==> config.mk <==
export PLATFORM = sky130hd
export DESIGN_NAME = dm_lsu
export DESIGN_NICKNAME = d
export VERILOG_FILES = /design/src/rtl/dm_lsu.sv
export SDC_FILE = /design/constraint.sdc
export NUM_CORES = 1
export LEC_CHECK = 0
export CORE_ASPECT_RATIO = 1.4
export CORE_MARGIN = 8
export CORE_UTILIZATION = 25
export CTS_BUF_LIST = sky130_fd_sc_hd__clkbuf_4 sky130_fd_sc_hd__clkbuf_8
export DETAILED_ROUTE_END_ITERATION = 16
export DONT_BUFFER_PORTS = 1
export SETUP_SLACK_MARGIN = 0.5
export SYNTH_ARGS = -nofsm -noshare
export SYNTH_HDL_FRONTEND = slang
export SYNTH_SLANG_ARGS = --single-unit
==> constraint.sdc <==
create_clock -name clk -period 3.7 [get_ports clk]
set_clock_uncertainty 0.05 [all_clocks]
set_input_delay 0.185 -clock clk [delete_from_list [all_inputs] [get_ports clk]]
set_output_delay 0.185 -clock clk [all_outputs]
set_load 0.02 [all_outputs]
==> src/rtl/dm_lsu.sv <==
// rtl/dm_lsu.sv - data-memory load/store unit in front of a synchronous word RAM
//
// Purpose: accepts one load or store request at a time and runs it against a
// single-port synchronous word RAM. It returns extended load data, or an error
// for a rejected request. Sub-word stores are done as read-modify-write.
// Optional feature: define DM_MISALIGN_TRAP_EN to reject misaligned half/word accesses.
//
// Ports:
//   clk, rstn                   clock, asynchronous active-low reset
//   req_valid/req_ready         request handshake
//   req_we, req_dmtype          store flag and access type
//                               (000 w, 001 h, 010 hu, 011 b, 100 bu)
//   req_addr, req_wdata         byte address, right-aligned store data
//   resp_valid/resp_ready       response handshake
//   resp_rdata, resp_err        extended load data (0 for stores/errors), reject flag
//   mem_en, mem_we, mem_addr    RAM strobe, write enable, word address
//   mem_wdata, mem_rdata        RAM write data, RAM read data (one cycle after a read)
module dm_lsu (
  input  logic        clk,
  input  logic        rstn,
  input  logic        req_valid,
  output logic        req_ready,
  input  logic        req_we,
  input  logic [2:0]  req_dmtype,
  input  logic [31:0] req_addr,
  input  logic [31:0] req_wdata,
  output logic        resp_valid,
  input  logic        resp_ready,
  output logic [31:0] resp_rdata,
  output logic        resp_err,
  output logic        mem_en,
  output logic        mem_we,
  output logic [29:0] mem_addr,
  output logic [31:0] mem_wdata,
  input  logic [31:0] mem_rdata
);

  typedef enum logic [2:0] {IDLE, RD, CAP, WR, RESP} state_t;

  state_t      state, state_d;
  logic        r_we;
  logic [2:0]  r_type;
  logic [31:0] r_addr;
  // Store data until CAP; for a sub-word store it then holds the merged word.
  logic [31:0] r_word;
  logic        req_bad;
  logic [7:0]  byte_sel;
  logic [15:0] half_sel;
  logic [31:0] load_data;
  logic [31:0] merged;

  always_comb begin
    req_bad = (req_dmtype > 3'd4);
`ifdef DM_MISALIGN_TRAP_EN
    if (req_dmtype == 3'b000 && req_addr[1:0] != 2'b00) req_bad = 1'b1;
    if ((req_dmtype == 3'b001 || req_dmtype == 3'b010) && req_addr[0]) req_bad = 1'b1;
`endif
  end

  // Lane selection ignores misaligned low bits. A half access uses addr[1] only.
  // A word access always uses the whole word.
  always_comb begin
    byte_sel  = mem_rdata[{r_addr[1:0], 3'b000} +: 8];
    half_sel  = r_addr[1] ? mem_rdata[31:16] : mem_rdata[15:0];
    load_data = 32'h0;
    case (r_type)
      3'b000:  load_data = mem_rdata;
      3'b001:  load_data = {{16{half_sel[15]}}, half_sel};
      3'b010:  load_data = {16'h0, half_sel};
      3'b011:  load_data = {{24{byte_sel[7]}}, byte_sel};
      3'b100:  load_data = {24'h0, byte_sel};
      default: load_data = 32'h0;
    endcase
  end

  // The store lane replaces its bytes. All other bytes keep the value just read.
  always_comb begin
    merged = mem_rdata;
    case (r_type)
      3'b001, 3'b010: begin
        if (r_addr[1]) merged[31:16] = r_word[15:0];
        else           merged[15:0]  = r_word[15:0];
      end
      3'b011, 3'b100: merged[{r_addr[1:0], 3'b000} +: 8] = r_word[7:0];
      default: ;
    endcase
  end

  always_ff @(posedge clk or negedge rstn) begin
    if (!rstn) state <= IDLE;
    else       state <= state_d;
  end

  always_comb begin
    state_d    = state;
    req_ready  = 1'b0;
    resp_valid = 1'b0;
    mem_en     = 1'b0;
    mem_we     = 1'b0;
    case (state)
      IDLE: begin
        req_ready = 1'b1;
        if (req_valid) begin
          if (req_bad)                              state_d = RESP;
          else if (req_we && req_dmtype == 3'b000)  state_d = WR;
          else                                      state_d = RD;
        end
      end
      RD: begin
        mem_en  = 1'b1;
        state_d = CAP;
      end
      CAP: state_d = r_we ? WR : RESP;
      WR: begin
        mem_en  = 1'b1;
        mem_we  = 1'b1;
        state_d = RESP;
      end
      RESP: begin
        resp_valid = 1'b1;
        if (resp_ready) state_d = IDLE;
      end
      default: state_d = IDLE;
    endcase
  end

  always_ff @(posedge clk or negedge rstn) begin
    if (!rstn) begin
      r_we       <= 1'b0;
      r_type     <= 3'b000;
      r_addr     <= 32'h0;
      r_word     <= 32'h0;
      resp_rdata <= 32'h0;
      resp_err   <= 1'b0;
    end else begin
      case (state)
        IDLE: if (req_valid) begin
          r_we       <= req_we;
          r_type     <= req_dmtype;
          r_addr     <= req_addr;
          r_word     <= req_wdata;
          resp_rdata <= 32'h0;
          resp_err   <= req_bad;
        end
        CAP: begin
          if (r_we) r_word     <= merged;
          else      resp_rdata <= load_data;
        end
        default: ;
      endcase
    end
  end

  assign mem_addr  = r_addr[31:2];
  assign mem_wdata = mem_we ? r_word : 32'h0;

endmodule

# [After elaboration in Yosys (flattened, before gate mapping)]
# Index checks and enable logic that the tools add are counted.
[word_totals] reg_bits=104 latch_bits=0 mem_bits_rw=0 mem_bits_ro=0 inputBits=104 output_inout_bits=99 wordCells=62 n_memories=0
[classes] addsub=1 multipliers=0 div_mod_pow=0 order_cmp=1 n_eq_ne=13 shift=3 n_mux=23 n_bitwise=0 reduce_logical=13
[ops] operator="$pmux 32 s2" n=3
[ops] operator="$mux 32" n=5
[ops] operator="$pmux 32 s5" n=1
[ops] operator="$mux 16" n=3
[ops] operator="$bwmux 32" n=1
[ops] operator="$shift 8x7->32 const A" n=1
[ops] operator="$shiftx 32x6->8" n=1
[ops] operator="$shiftx 8x7->32" n=1
[ops] operator="$pmux 3 s5" n=1
[ops] operator="$eq 3x2->1 const B" n=4
[ops] operator="$mux 3" n=4
[ops] operator="$logic_not 3->1" n=3
[ops] operator="$ne 2x2->1 const B" n=4
[ops] operator="$neg 5->7" n=1
[ops] operator="$eq 3x1->1 const B" n=2
[ops] operator="$eq 3x3->1 const B" n=2
[ops] operator="$reduce_and 3->1" n=2
[ops] operator="$reduce_or 2->1" n=3
[ops] operator="$mux 1" n=4
[ops] operator="$reduce_and 2->1" n=2
[ops] operator="$reduce_and 4->1" n=1
[ops] operator="$gt 3x3->1 const B" n=1
[ops] operator="$ne 3x3->1 const B" n=1
[ops] operator="$mux 2" n=1
[ops] operator="other kinds (2)" n=2

# [Logic depth before layout (Yosys ltp)]
# Gate-level depths: netlist of the first run.
[logic_depth] depth_word=6 depth_mapped=8

# [Worst setup path after synthesis of the first run]
# No wires, ideal clock.
[synth_timing] path_type="flip-flop to flip-flop" from="reg state[0]" to="reg r_word[0]" setup_ns=0.124 arrival_ns=1.888 required_ns=3.526 setup_slack_ns=1.638 stages_incl_launch_ff=8 path_buffers=2 path_cell_list="dfrtp_1 buf_2 nor3_1 and2_1 a21oi_4 a31o_2 buf_4 o2bb2ai_1"
[synth_via] elab_chain_len=3
[synth_rtl] item="start, declared" line_no="40" text="state_t state, state_d;"
[synth_rtl] item="start signal, assigned" line_no="91" text="else state <= state_d;"
[synth_rtl] item="$eq 3x2->1 or $logic_not 3->1 (tied branches)" line_no="136" text="case (state)"
[synth_rtl] item="$ne 3x3->1 (no line) (tied with other cells)"
[synth_rtl] item="$reduce_and 4->1 (no line)"
[synth_rtl] item="end signal, assigned" line_no="141" text="r_word <= req_wdata;"
[synth_rtl] item="end signal, assigned" line_no="146" text="if (r_we) r_word <= merged;"
[synth_rtl] item="end, declared" line_no="45" text="logic [31:0] r_word;"
# Parallel ways exist; a longest one is shown, timed or not.
# A chain may end at the register's enable or synchronous reset.

# [Worst setup path in the final report of the first run]
[layout_timing] from="reg r_addr[0]" to="reg r_word[2]"
[layout_via] elab_chain_len=6
[layout_rtl] item="start, declared" line_no="43" text="logic [31:0] r_addr;"
[layout_rtl] item="start signal, assigned" line_no="140" text="r_addr <= req_addr;"
[layout_rtl] item="$neg 5->7 *" line_no="84" text="3'b011, 3'b100: merged[{r_addr[1:0], 3'b000} +: 8] = r_word[7:0];"
[layout_rtl] item="$shiftx 8x7->32 or $shift 8x7->32 (tied branches)" line_no="84"
[layout_rtl] item="$bwmux 32 *" line_no="84"
[layout_rtl] item="$pmux 32 s2 *" line_no="79" text="case (r_type)"
[layout_rtl] item="$mux 32 *" line_no="146"
[layout_rtl] item="$pmux 32 s2 *" line_no="136"
# Mark *: on every way between the ends. The rest lies on a longest branch, timed or not. The select of a mux whose other input is x is not followed.

==> impl_metrics.py, run 1 <==
metrics = {
    "critical_path": {
        "maximum_net_fanout_on_the_critical_path": 15,
        "r2r_end": "r_word[2]$_DFFE_PN0P_",
        "r2r-start": "r_addr[0]$_DFFE_PN0P_",
        "timing.reg2reg.worst_path_depth": 6,
        "worst_setup_path_start_kind": "flop",
        "cp_slowest_stage_delay_ns": 0.82,
        "timing.critical_path.slowest_stage_cell": "sky130_fd_sc_hd__dfrtp_1",
        "ff2ff_setup_slack_ns": 0.88,
        "critPathTopFamily": "buffers and inverters",
        "worstPathCellList": "inv_1 > ha_1 > a21oi_2 > a22oi_1 > dlygate4sd3_1 > o2bb2ai_1",
        "critical_path_buffer_and_inverter_count": 2,
        "crit_path_end_kind": "flop",
        "crit_type": "flop to flop",
        "timing.critical_path.required_ns": 3.98,
        "cp.arrival_ns": 3.09,
    },
    "power": {
        "total_power_mw": 5.80,
        "leakage_nw": 3.06,
        "cellPowerDensity_nw_per_um2": 830,
        "power.ir.vdd_worst_v": 0.000272,
    },
    "synthesis": {
        "yosys-top-cells-count": "sky130_fd_sc_hd__nand2_1 (168), sky130_fd_sc_hd__dfrtp_1 (104), sky130_fd_sc_hd__nor2_1 (43)",
        "synth-seq-area-share_pct": 44.9,
        "synth_compound_area_share_pct": 18.7,
        "synthesis.instances": 654,
        "mean_cell_area_of_the_mapped_netlist_um2": 8.86,
        "synth_top_family_by_area": "simple AND/OR/NAND/NOR gates",
        "synth.yosys.warnings": 0,
        "synth-edff-count": 0,
        "synth_fp_nets": 763,
        "synth_cell_types": 51,
        "postSynthRegisterBits": 104,
        "post_synth_instance_area_um2": 5790,
        "yosys.area_share.adder_pct": 1.08,
        "most_area_consuming_cells_after_synthesis": "sky130_fd_sc_hd__dfrtp_1 (45%), sky130_fd_sc_hd__nand2_1 (11%), sky130_fd_sc_hd__buf_4 (4.7%), sky130_fd_sc_hd__and3_1 (3.5%), sky130_fd_sc_hd__a21oi_1 (3.1%)",
        "postSynth.asyncResetShare_pct": 100,
        "yosys.area_share.xor_xnor_pct": 0.151,
        "synthSimpleGateAreaFrac_pct": 23.6,
        "post-synth-top-area-cell": "sky130_fd_sc_hd__dfrtp_1",
        "area_fraction_of_the_dominant_cell_type_after_synthesis_pct": 44.9,
        "ys.flop_type": "sky130_fd_sc_hd__dfrtp_1",
        "muxShareOfSynthArea_pct": 3.65,
        "post-synth-top-count-cell": "sky130_fd_sc_hd__nand2_1",
    },
    "global_routing": {
        "antenna_found_initial": 2,
        "gr-usage-all-layers_pct": 16.0,
        "grt_pass1_vias": 5305,
        "grt_first_pass_wirelength_um": 33600,
        "overflow": 0,
        "grt_start_max_net_pins": 105,
    },
    "detailed_routing": {
        "vias": 5153,
        "drt_iter0_drc": 463,
        "antenna_violating_nets_post_route": 0,
        "post_drt_wl_per_cell_um": 22.9,
        "drcViolationCount": 0,
        "drt_pre_antenna_iters": 5,
        "number_of_vias_per_cell_after_detailed_routing": 5.12,
        "routed_wirelength_um": 23100,
    },
    "sta": {
        "finalSetupViolations": 0,
        "relSlewSlack_pct": 29.3,
        "final_hold_viol_count": 0,
        "max_freq_ghz": 0.355,
        "finalHoldWorstSlack_ns": 0.0288,
        "grt_setup_unrepaired": "no",
        "postLayoutSetupSlackWorst_ns": 0.885,
        "timing.final.max_slew_violations": 0,
        "timing.final.crit_period_ns": 2.82,
        "max_slew.worst_pin.slew_ns": 1.05,
        "fin_crit_sh_pct": 76.1,
        "fin_tns_setup_ns": 0,
    },
    "place": {
        "io_buffers": 0,
        "preCtsSetupSlack_ns": 1.12,
        "placed_cells": 894,
        "gp_congestion": 0.852,
        "place.detailed.hpwl_um": 16400,
        "detailed_place.area_um2": 5820,
    },
    "floorplanning": {
        "die_height_um": 196,
        "coreArea_um2": 23000,
        "effective_utilization_at_floorplan_pct": 25.1,
        "row_count": 66,
        "die-width_um": 145,
        "top_level_ports": 203,
        "design.die.area_um2": 28400,
    },
    "finish": {
        "stdcell_area_um2": 7000,
        "synthToLayoutAreaGrowth_pct": 20.7,
        "post_layout_nonfiller_instances": 1007,
        "n_fill_cell": 2407,
        "post_route_cells_drive_above_1_share_pct": 7.73,
        "share_of_the_core_filled_with_cells_pct": 30.4,
        "design.final.nets": 803,
    },
    "clock_tree": {
        "ctsResizeCount": 0,
        "tritoncts": "built",
        "cts_root_cell": "sky130_fd_sc_hd__clkbuf_8",
        "clk_latency_ns": 0.40,
        "cts_buffers": 9,
        "numClockSinks": 104,
        "cts-htree-levels": 3,
        "longest_clk_path_bufs": 2,
        "cts.clk_slew.worst_paths_ns": 0.11,
    },
    "min_path": {
        "timing.hold.worst.start": "req_valid",
        "worstHoldPathType": "input port to flop",
        "hold_end": "state[1]$_DFFE_PN0P_",
        "hold_path_depth": 4,
    },
    "outcome": {
        "status": "complete, no violations",
    },
    "job": {
        "timing.max_cap.violations": 0,
    },
}
[worst reg2reg max path, cell delays in order (launching register included)]
cell and delay [ns]:
sky130_fd_sc_hd__dfrtp_1 0.82, sky130_fd_sc_hd__inv_1 0.29, sky130_fd_sc_hd__ha_1 0.33, sky130_fd_sc_hd__a21oi_2 0.37
sky130_fd_sc_hd__a22oi_1 0.13, sky130_fd_sc_hd__dlygate4sd3_1 0.61, sky130_fd_sc_hd__o2bb2ai_1 0.15
[cells by family (layout without fill, tap and decap cells)]
family / count (synthesis) / count (layout)
other cells: 0 / 2
xor+xnor: 1 / 1
simple gates: 290 / 290
flops: 104 / 104
compound gates: 162 / 162
fa+ha+maj: 5 / 5
mux: 12 / 12
buf+inv: 80 / 125
[area by class of cell]
type | instances | area (um^2) | area share (%)
multi-input cells | 470 | 2740 | 39.2
flip-flops and latches | 104 | 2600 | 37.2
repair buffers | 105 | 1040 | 14.9
well taps | 306 | 383 | 5.47
clock buffers | 10 | 138 | 1.97
clock inverters | 6 | 67.6 | 0.966
inverters | 4 | 15.0 | 0.215
diodes | 2 | 5.00 | 0.0715
[placed cells by master, fill, tap and decap left out, types with 3 or more instances in the layout]
| cell | instances |
|---|---|
| sky130_fd_sc_hd__dfrtp_1 | 104 |
| sky130_fd_sc_hd__a21oi_1 | 36 |
| sky130_fd_sc_hd__a22oi_1 | 15 |
| sky130_fd_sc_hd__and2_0 | 7 |
| sky130_fd_sc_hd__dlygate4sd3_1 | 94 |
| sky130_fd_sc_hd__and3_1 | 32 |
| sky130_fd_sc_hd__o21ai_0 | 36 |
| sky130_fd_sc_hd__a311oi_1 | 7 |
| sky130_fd_sc_hd__nor3_1 | 4 |
| sky130_fd_sc_hd__nand2_1 | 168 |
| sky130_fd_sc_hd__o2bb2ai_1 | 8 |
| sky130_fd_sc_hd__nor3b_1 | 4 |
| sky130_fd_sc_hd__ha_1 | 5 |
| sky130_fd_sc_hd__mux2_2 | 3 |
| sky130_fd_sc_hd__and2_1 | 12 |
| sky130_fd_sc_hd__mux4_2 | 7 |
| sky130_fd_sc_hd__a221oi_1 | 16 |
| sky130_fd_sc_hd__o31ai_1 | 17 |
| sky130_fd_sc_hd__a21o_1 | 8 |
| sky130_fd_sc_hd__nor2b_1 | 4 |
| sky130_fd_sc_hd__clkbuf_8 | 10 |
| sky130_fd_sc_hd__buf_4 | 10 |
| sky130_fd_sc_hd__a31oi_1 | 8 |
| sky130_fd_sc_hd__nor2_1 | 43 |
| sky130_fd_sc_hd__inv_1 | 4 |
[worst max path at each step]
stage / start / end / slack [ns] / cells after the start
after global routing: r_addr[1]$_DFFE_PN0P_ / resp_rdata[13]$_DFFE_PN0P_ / 0.71 / 6
after floorplan: state[0]$_DFFE_PN0P_ / r_word[0]$_DFFE_PN0P_ / 1.64 / 7
final: r_addr[0]$_DFFE_PN0P_ / r_word[2]$_DFFE_PN0P_ / 0.88 / 6
after CTS: r_addr[0]$_DFFE_PN0P_ / r_word[2]$_DFFE_PN0P_ / 0.91 / 6
after global placement: r_addr[0]$_DFFE_PN0P_ / r_word[30]$_DFFE_PN0P_ / 1.20 / 5
after detailed placement: r_addr[0]$_DFFE_PN0P_ / r_word[13]$_DFFE_PN0P_ / 1.12 / 6
[metal layers]
metal	GRT usage [%]	up-vias	wire length, um
met4	9.13	0	1180
met2	28.3	266	12000
met5	0	-	0
met3	5.06	82	2070
li1	-	2331	-
met1	16.2	2474	7870
[where the power goes]
group,total (mW),switching (mW),leakage [nW],internal (mW)
clock,0.770,0.436,0.0989,0.334
combinational,2.38,1.47,1.63,0.918
sequential,2.65,0.995,1.33,1.66
total,5.80,2.90,3.06,2.91
[state kept, by name (all words and copies together), names as in the netlist]
name / count
resp_rdata: 32
r_word: 32
resp_err: 1
r_type: 3
r_addr: 32
state: 3
r_we: 1
[what timing repair did]
action / CTS / global route
hold buffers: 95 / 0
endpoints found under the hold margin: 204 / 0
endpoints found under the setup margin: 0 / 0
buffers inserted: 0 / 0
Note: power is estimated with default switching activity, not from simulation.
==> inputs of run 2 (changes only) <==
==> constraint.sdc (replaced) <==
create_clock -name clk -period 2.9 [get_ports clk]
set_clock_uncertainty 0.05 [all_clocks]
set_input_delay 0.145 -clock clk [delete_from_list [all_inputs] [get_ports clk]]
set_output_delay 0.145 -clock clk [all_outputs]
set_load 0.02 [all_outputs]
==> run 2 against run 1 <==
  * Wire length shrank 0.21%
  * Die area unchanged
  * Worst hold slack worse by 0.65 ns
  * Final cell count up 0.89%
  * Sequential share of layout area shrank 0.12 points
  * Critical path type unchanged
  * Register-to-register slack lost 0.21 ns
  * Via count grew 1.6%
  * Cell area is 0.41% higher
  * Clock power is 18% higher
  * The run now ends with negative hold slack left
==> impl_metrics.py, run 2 (same netlist as run 1, synthesis figures left out) <==
metrics = {
    "outcome": {
        "status": "finished with violations",
        "violated_checks": "negative hold slack",
    },
    "power": {
        "power.ir.vdd_worst_v": 0.000347,
        "switching_power_mw": 3.70,
        "power_frac_comb_pct": 41.9,
        "cellPowerDensity_nw_per_um2": 1050,
        "leakage_nw": 3.07,
        "sequentialPowerShare_pct": 45.7,
        "share_clk_of_total_power_pct": 12.4,
        "cell_internal_pwr_mw": 3.64,
        "switch_share_pct": 50.4,
    },
    "clock_tree": {
        "cts-htree-levels": 3,
        "hold_buffers": 96,
        "tritoncts": "built",
        "longest_clk_path_bufs": 2,
        "cts.clk_slew.worst_paths_ns": 0.12,
        "clk_latency_ns": 0.41,
        "cts_buffers": 9,
        "numClockSinks": 104,
        "cts_root_cell": "sky130_fd_sc_hd__clkbuf_8",
    },
    "floorplanning": {
        "die-width_um": 145,
        "coreArea_um2": 23000,
        "top_level_ports": 203,
        "die_height_um": 196,
        "row_count": 66,
        "design.die.area_um2": 28400,
        "effective_utilization_at_floorplan_pct": 25.1,
    },
    "critical_path": {
        "crit_path_end_kind": "flop",
        "cp_slowest_stage_delay_ns": 0.56,
        "maximum_net_fanout_on_the_critical_path": 11,
        "worstPathCellList": "nor3b_4 > or2_1 > and2_1 > a311oi_1 > o31ai_1",
        "cp.arrival_ns": 2.50,
        "timing.critical_path.required_ns": 3.18,
        "worst_setup_path_start_kind": "flop",
        "crit_type": "flop to flop",
        "timing.critical_path.slowest_stage_cell": "sky130_fd_sc_hd__dfrtp_1",
    },
    "detailed_routing": {
        "antenna_violating_nets_post_route": 0,
        "drt_iter0_drc": 441,
        "vias": 5234,
        "post_drt_wl_per_cell_um": 22.7,
        "drcViolationCount": 0,
        "number_of_vias_per_cell_after_detailed_routing": 5.15,
        "routed_wirelength_um": 23100,
        "drt_pre_antenna_iters": 5,
    },
    "finish": {
        "post_route_cells_drive_above_1_share_pct": 9.08,
        "synthToLayoutAreaGrowth_pct": 21.2,
        "layout.cells.most_common_list": "sky130_fd_sc_hd__nand2_1 (168), sky130_fd_sc_hd__dfrtp_1 (102), sky130_fd_sc_hd__dlygate4sd3_1 (96)",
        "final_common_cell": "sky130_fd_sc_hd__nand2_1",
        "design.final.nets": 809,
        "n_fill_cell": 2380,
        "multiInputGateArea_um2": 2760,
        "largestRegisters": "r_addr x32, r_word x32, resp_rdata x32",
        "final-seq-area_um2": 2610,
    },
    "global_routing": {
        "grt_first_pass_wirelength_um": 33400,
        "gr-usage-all-layers_pct": 16.0,
        "met1_usage_pct": 17.0,
        "grtUsageMet2_pct": 27.7,
        "grt_pass1_vias": 5185,
        "globalRoute.busiestLayer": "met2",
        "overflow": 0,
        "grt_start_max_net_pins": 105,
        "globalRouteMet3Util_pct": 4.26,
        "antenna_found_initial": 2,
    },
    "sta": {
        "relSlewSlack_pct": 54.4,
        "max_freq_ghz": 0.449,
        "fin_tns_setup_ns": 0,
        "max_slew.worst_pin.slew_ns": 0.683,
        "timing.final.max_slew_violations": 0,
        "timing.final.crit_period_ns": 2.23,
        "final_hold_viol_count": 104,
        "grt_setup_unrepaired": "no",
        "finalHoldWorstSlack_ns": -0.624,
        "finalSetupViolations": 0,
        "fin_crit_sh_pct": 76.8,
    },
    "min_path": {
        "worstHoldPathType": "input port to asynchronous set/reset pin",
    },
    "place": {
        "gp_congestion": 0.851,
        "place.detailed.hpwl_um": 16200,
        "io_buffers": 0,
    },
    "job": {
        "timing.max_cap.violations": 0,
    },
}
[run 2: cell count changes in the layout (fill, tap and decap cells not counted), sizes merged]
cell         change
clkbuf           +1
diode            +3
clkinvlp         +1
a21oi            +1
buf              +3
clkinv           -1
bufinv           -1
dlygate4sd3      +2
[run 2: through the flow]
| step | util (%) | instance area [um^2] | instances | setup slack (ns) | total power, mW |
|---|---|---|---|---|---|
| after floorplan | - | 5790 | 654 | 0.838 | 5.70 |
| after global routing | 30.5 | 7020 | 1013 | 0.553 | 7.82 |
| final | 30.5 | 7020 | 1016 | 0.672 | 7.34 |
| after detailed placement | 25.4 | 5850 | 898 | 0.499 | 6.28 |
| after global placement | 25.4 | 5850 | 898 | 0.587 | 6.20 |
| after CTS | 30.4 | 7000 | 1010 | 0.554 | 7.34 |
[run 2: worst paths after layout]
check / slack [ns] / start / endpoint / depth (start not counted)
max: 0.67 / r_type[2]$_DFFE_PN0P_ / r_word[9]$_DFFE_PN0P_ / 5
min: -0.62 / rstn / resp_rdata[2]$_DFFE_PN0P_ / 0
max reg2reg: 0.67 / r_type[2]$_DFFE_PN0P_ / r_word[9]$_DFFE_PN0P_ / 5
min reg2reg: 0.44 / r_word[29]$_DFFE_PN0P_ / r_word[29]$_DFFE_PN0P_ / 2
max in group asynchronous: 3.18 / rstn / state[1]$_DFFE_PN0P_ / 0
min in group clk: 0.02 / req_wdata[17] / r_word[17]$_DFFE_PN0P_ / 4
[run 2: power groups by stage]
stage	registers [mW]	clock network [mW]	logic, mW
2_1_floorplan	2.70	0	3.00
3_3_place_gp	3.36	0	2.84
3_5_place_dp	3.37	0	2.91
4_1_cts	3.35	0.939	3.04
5_1_grt	3.43	0.988	3.41
6_report	3.36	0.910	3.07
[run 2: final cells by class]
class	instances	share of cell area [%]
Tap cell	306	5.45
Antenna cell	5	0.178
Multi-Input combinational cell	471	39.3
Sequential cell	104	37.1
Clock inverter	5	0.570
Inverter	4	0.214
Clock buffer	11	2.07
Timing Repair Buffer	110	15.2
[run 2: worst max-delay path, delay by kind of cell (launching register included)]
family | cells | cell delay (ns)
flip-flops | 1 | 0.56
AND/OR/NAND/NOR | 3 | 1.12
AO/OA/AOI/OAI | 2 | 0.43
[run 2: what timing repair did]
action,CTS,global route
gates resized for setup,2,4
cloned,0,1
pin swaps,0,2
buffers inserted,0,0
hold endpoints to repair,206,104
endpoints found under the setup margin,10,46
[run 2: metal layers]
layer / up-vias / part of all wire, %
met4: 2 / 4.8
met5: - / 0.056
met2: 253 / 52
met1: 2554 / 35
met3: 75 / 7.7
li1: 2350 / -
==> inputs of run 3 (changes only) <==
==> constraint.sdc (replaced) <==
create_clock -name clk -period 1.98 [get_ports clk]
set_clock_uncertainty 0.05 [all_clocks]
set_input_delay 0.099 -clock clk [delete_from_list [all_inputs] [get_ports clk]]
set_output_delay 0.099 -clock clk [all_outputs]
set_load 0.02 [all_outputs]
==> run 3 against run 2 <==
  * The flow still finishes with violations (negative hold slack)
  * Via count increased by 13%
  * Clock power increased by 49%
  * Die area unchanged
  * Sequential share of layout area decreased by 9.6 points
  * Worst setup slack got worse by 0.62 ns
  * Sequential power increased by 46%
  * Global-route usage increased by 1.8 points
  * Wire length increased by 17%
==> impl_metrics.py, run 3 (same netlist as run 1, synthesis figures left out) <==
metrics = {
    "global_routing": {
        "grt_first_pass_wirelength_um": 37700,
        "gr-usage-all-layers_pct": 17.8,
        "antenna_found_initial": 0,
        "grt_start_max_net_pins": 105,
        "grt_pass1_vias": 5847,
        "overflow": 0,
    },
    "power": {
        "switch_share_pct": 46.5,
        "cellPowerDensity_nw_per_um2": 1630,
        "power_frac_comb_pct": 59.6,
        "switching_power_mw": 7.22,
        "leakage_nw": 4.02,
        "power.ir.vdd_worst_v": 0.000562,
        "share_clk_of_total_power_pct": 8.7,
        "cell_internal_pwr_mw": 8.32,
        "sequentialPowerShare_pct": 31.6,
    },
    "sta": {
        "max_freq_ghz": 0.519,
        "finalSetupViolations": 0,
        "fin_crit_sh_pct": 97.3,
        "grt_setup_unrepaired": "yes",
        "relSlewSlack_pct": 65.7,
        "timing.final.crit_period_ns": 1.93,
        "timing.final.max_slew_violations": 0,
        "final_hold_viol_count": 104,
        "finalHoldWorstSlack_ns": -0.675,
        "max_slew.worst_pin.slew_ns": 0.510,
        "postLayoutSetupSlackWorst_ns": 0.0532,
    },
    "clock_tree": {
        "tritoncts": "built",
        "clk_latency_ns": 0.40,
        "cts.clk_slew.worst_paths_ns": 0.13,
        "hold_buffers": 101,
        "cts_root_cell": "sky130_fd_sc_hd__clkbuf_8",
        "cts-htree-levels": 3,
        "numClockSinks": 104,
        "longest_clk_path_bufs": 2,
        "cts_buffers": 9,
    },
    "floorplanning": {
        "design.die.area_um2": 28400,
        "top_level_ports": 203,
        "die-width_um": 145,
        "die_height_um": 196,
        "row_count": 66,
        "coreArea_um2": 23000,
        "effective_utilization_at_floorplan_pct": 25.1,
    },
    "detailed_routing": {
        "met2_length_um": 13300,
        "met1_length_um": 9320,
        "dr.max_layer_used": "met4",
        "drt_pre_antenna_iters": 5,
        "met3WireLength_um": 2800,
        "drt_iter0_drc": 498,
        "number_of_vias_per_cell_after_detailed_routing": 5.29,
        "antenna_violating_nets_post_route": 0,
        "drcViolationCount": 0,
        "post_drt_wl_per_cell_um": 24.1,
        "vias": 5908,
        "routed_wirelength_um": 26900,
    },
    "finish": {
        "synthToLayoutAreaGrowth_pct": 64.0,
        "post_route_cells_drive_above_1_share_pct": 41.9,
        "stdcell_area_um2": 9500,
        "final_common_cell": "sky130_fd_sc_hd__nand2_1",
        "antenna_cells_inserted": 0,
        "largestRegisters": "r_addr x32, r_word x32, resp_rdata x32",
        "layout.cells.most_common_list": "sky130_fd_sc_hd__nand2_1 (106), sky130_fd_sc_hd__dlygate4sd3_1 (101), sky130_fd_sc_hd__dfrtp_1 (98)",
        "design.final.nets": 914,
    },
    "min_path": {
        "worstHoldPathType": "input port to asynchronous set/reset pin",
    },
    "place": {
        "place.detailed.hpwl_um": 16400,
        "gp_congestion": 0.842,
        "io_buffers": 0,
        "preCtsSetupSlack_ns": -0.0279,
        "detailed_place.area_um2": 6180,
    },
    "critical_path": {
        "cp_slowest_stage_delay_ns": 0.50,
        "critical_path_buffer_and_inverter_count": 2,
        "crit_path_end_kind": "flop",
        "timing.critical_path.required_ns": 2.23,
        "critPathMostFrequentCell": "sky130_fd_sc_hd__buf_6",
        "crit_type": "flop to flop",
        "critPathTopFamily": "compound AO/OA/AOI/OAI gates",
        "timing.critical_path.slowest_stage_cell": "sky130_fd_sc_hd__dfrtp_2",
        "maximum_net_fanout_on_the_critical_path": 8,
        "worstPathCellList": "buf_6 > ha_4 > nor3b_2 > a211oi_2 > buf_6 > a221oi_2 > o31ai_1",
        "cp.arrival_ns": 2.18,
        "worst_setup_path_start_kind": "flop",
    },
    "job": {
        "timing.max_cap.violations": 0,
    },
    "outcome": {
        "violated_checks": "negative hold slack",
        "status": "finished with violations",
    },
}
-- run 3: cell types whose count changed in the layout (fill, tap and decap cells not counted), moves of 20 or more --
cell,delta
sky130_fd_sc_hd__and3_1,-32
sky130_fd_sc_hd__and3_4,+32
sky130_fd_sc_hd__buf_4,+35
sky130_fd_sc_hd__buf_6,+29
sky130_fd_sc_hd__nand2_1,-62
sky130_fd_sc_hd__nand2_2,+41
sky130_fd_sc_hd__nand2_4,+20
sky130_fd_sc_hd__o21ai_0,-25
sky130_fd_sc_hd__o21ai_1,+21
-- run 3: area by class of cell --
| cell class | instances | area (um^2) |
|---|---|---|
| Fill cell | 2105 | 13500 |
| Multi-Input combinational cell | 470 | 3730 |
| Sequential cell | 104 | 2610 |
| Timing Repair Buffer | 216 | 2570 |
| Tap cell | 306 | 383 |
| Clock buffer | 10 | 131 |
| Clock inverter | 6 | 51.3 |
| Inverter | 4 | 30.0 |
-- run 3: metal layers --
| metal | vias up | track usage, % |
|---|---|---|
| li1 | 2574 | - |
| met1 | 2870 | 20.0 |
| met2 | 370 | 29.5 |
| met3 | 94 | 5.09 |
| met4 | 0 | 9.67 |
| met5 | - | 0 |
-- run 3: final timing paths --
| check | depth (start not counted) | slack, ns | to | start |
|---|---|---|---|---|
| max | 7 | 0.05 | r_word[28]$_DFFE_PN0P_ | r_addr[0]$_DFFE_PN0P_ |
| min | 0 | -0.67 | r_word[26]$_DFFE_PN0P_ | rstn |
| min in group clk | 2 | 0.02 | resp_err$_DFFE_PN0P_ | req_dmtype[0] |
| min reg2reg | 2 | 0.46 | r_word[29]$_DFFE_PN0P_ | r_word[29]$_DFFE_PN0P_ |
| max reg2reg | 7 | 0.05 | r_word[28]$_DFFE_PN0P_ | r_addr[0]$_DFFE_PN0P_ |
| max in group asynchronous | 0 | 2.35 | r_addr[14]$_DFFE_PN0P_ | rstn |
-- run 3: power by group through the flow --
stage	clock network [mW]	registers (mW)	logic, mW
after floorplan	0	3.98	4.80
after global placement	0	4.83	4.97
after detailed placement	0	4.85	5.09
after CTS	1.38	4.87	7.51
after global routing	1.46	5.02	9.85
final	1.36	4.91	9.26
-- run 3: repair_timing --
item,in CTS,in global routing
endpoints found under the setup margin,136,137
gates cloned,13,7
endpoints found under the hold margin,207,104
resized for setup,181,134
buffers inserted,30,27
pin swaps,35,104
-- run 3: stage by stage --
| stage | power [mW] | utilization, % | setup TNS, ns | std cells | hold slack [ns] |
|---|---|---|---|---|---|
| after floorplan | 8.78 | - | 0 | 654 | -0.247 |
| after global placement | 9.80 | 26.8 | -0.0189 | 922 | -0.240 |
| after detailed placement | 9.93 | 26.8 | -0.0919 | 922 | -0.240 |
| after CTS | 13.8 | 37.2 | 0 | 1082 | -0.695 |
| after global routing | 16.3 | 41.2 | -0.0484 | 1116 | -0.700 |
| final | 15.5 | 41.2 | 0 | 1116 | -0.675 |
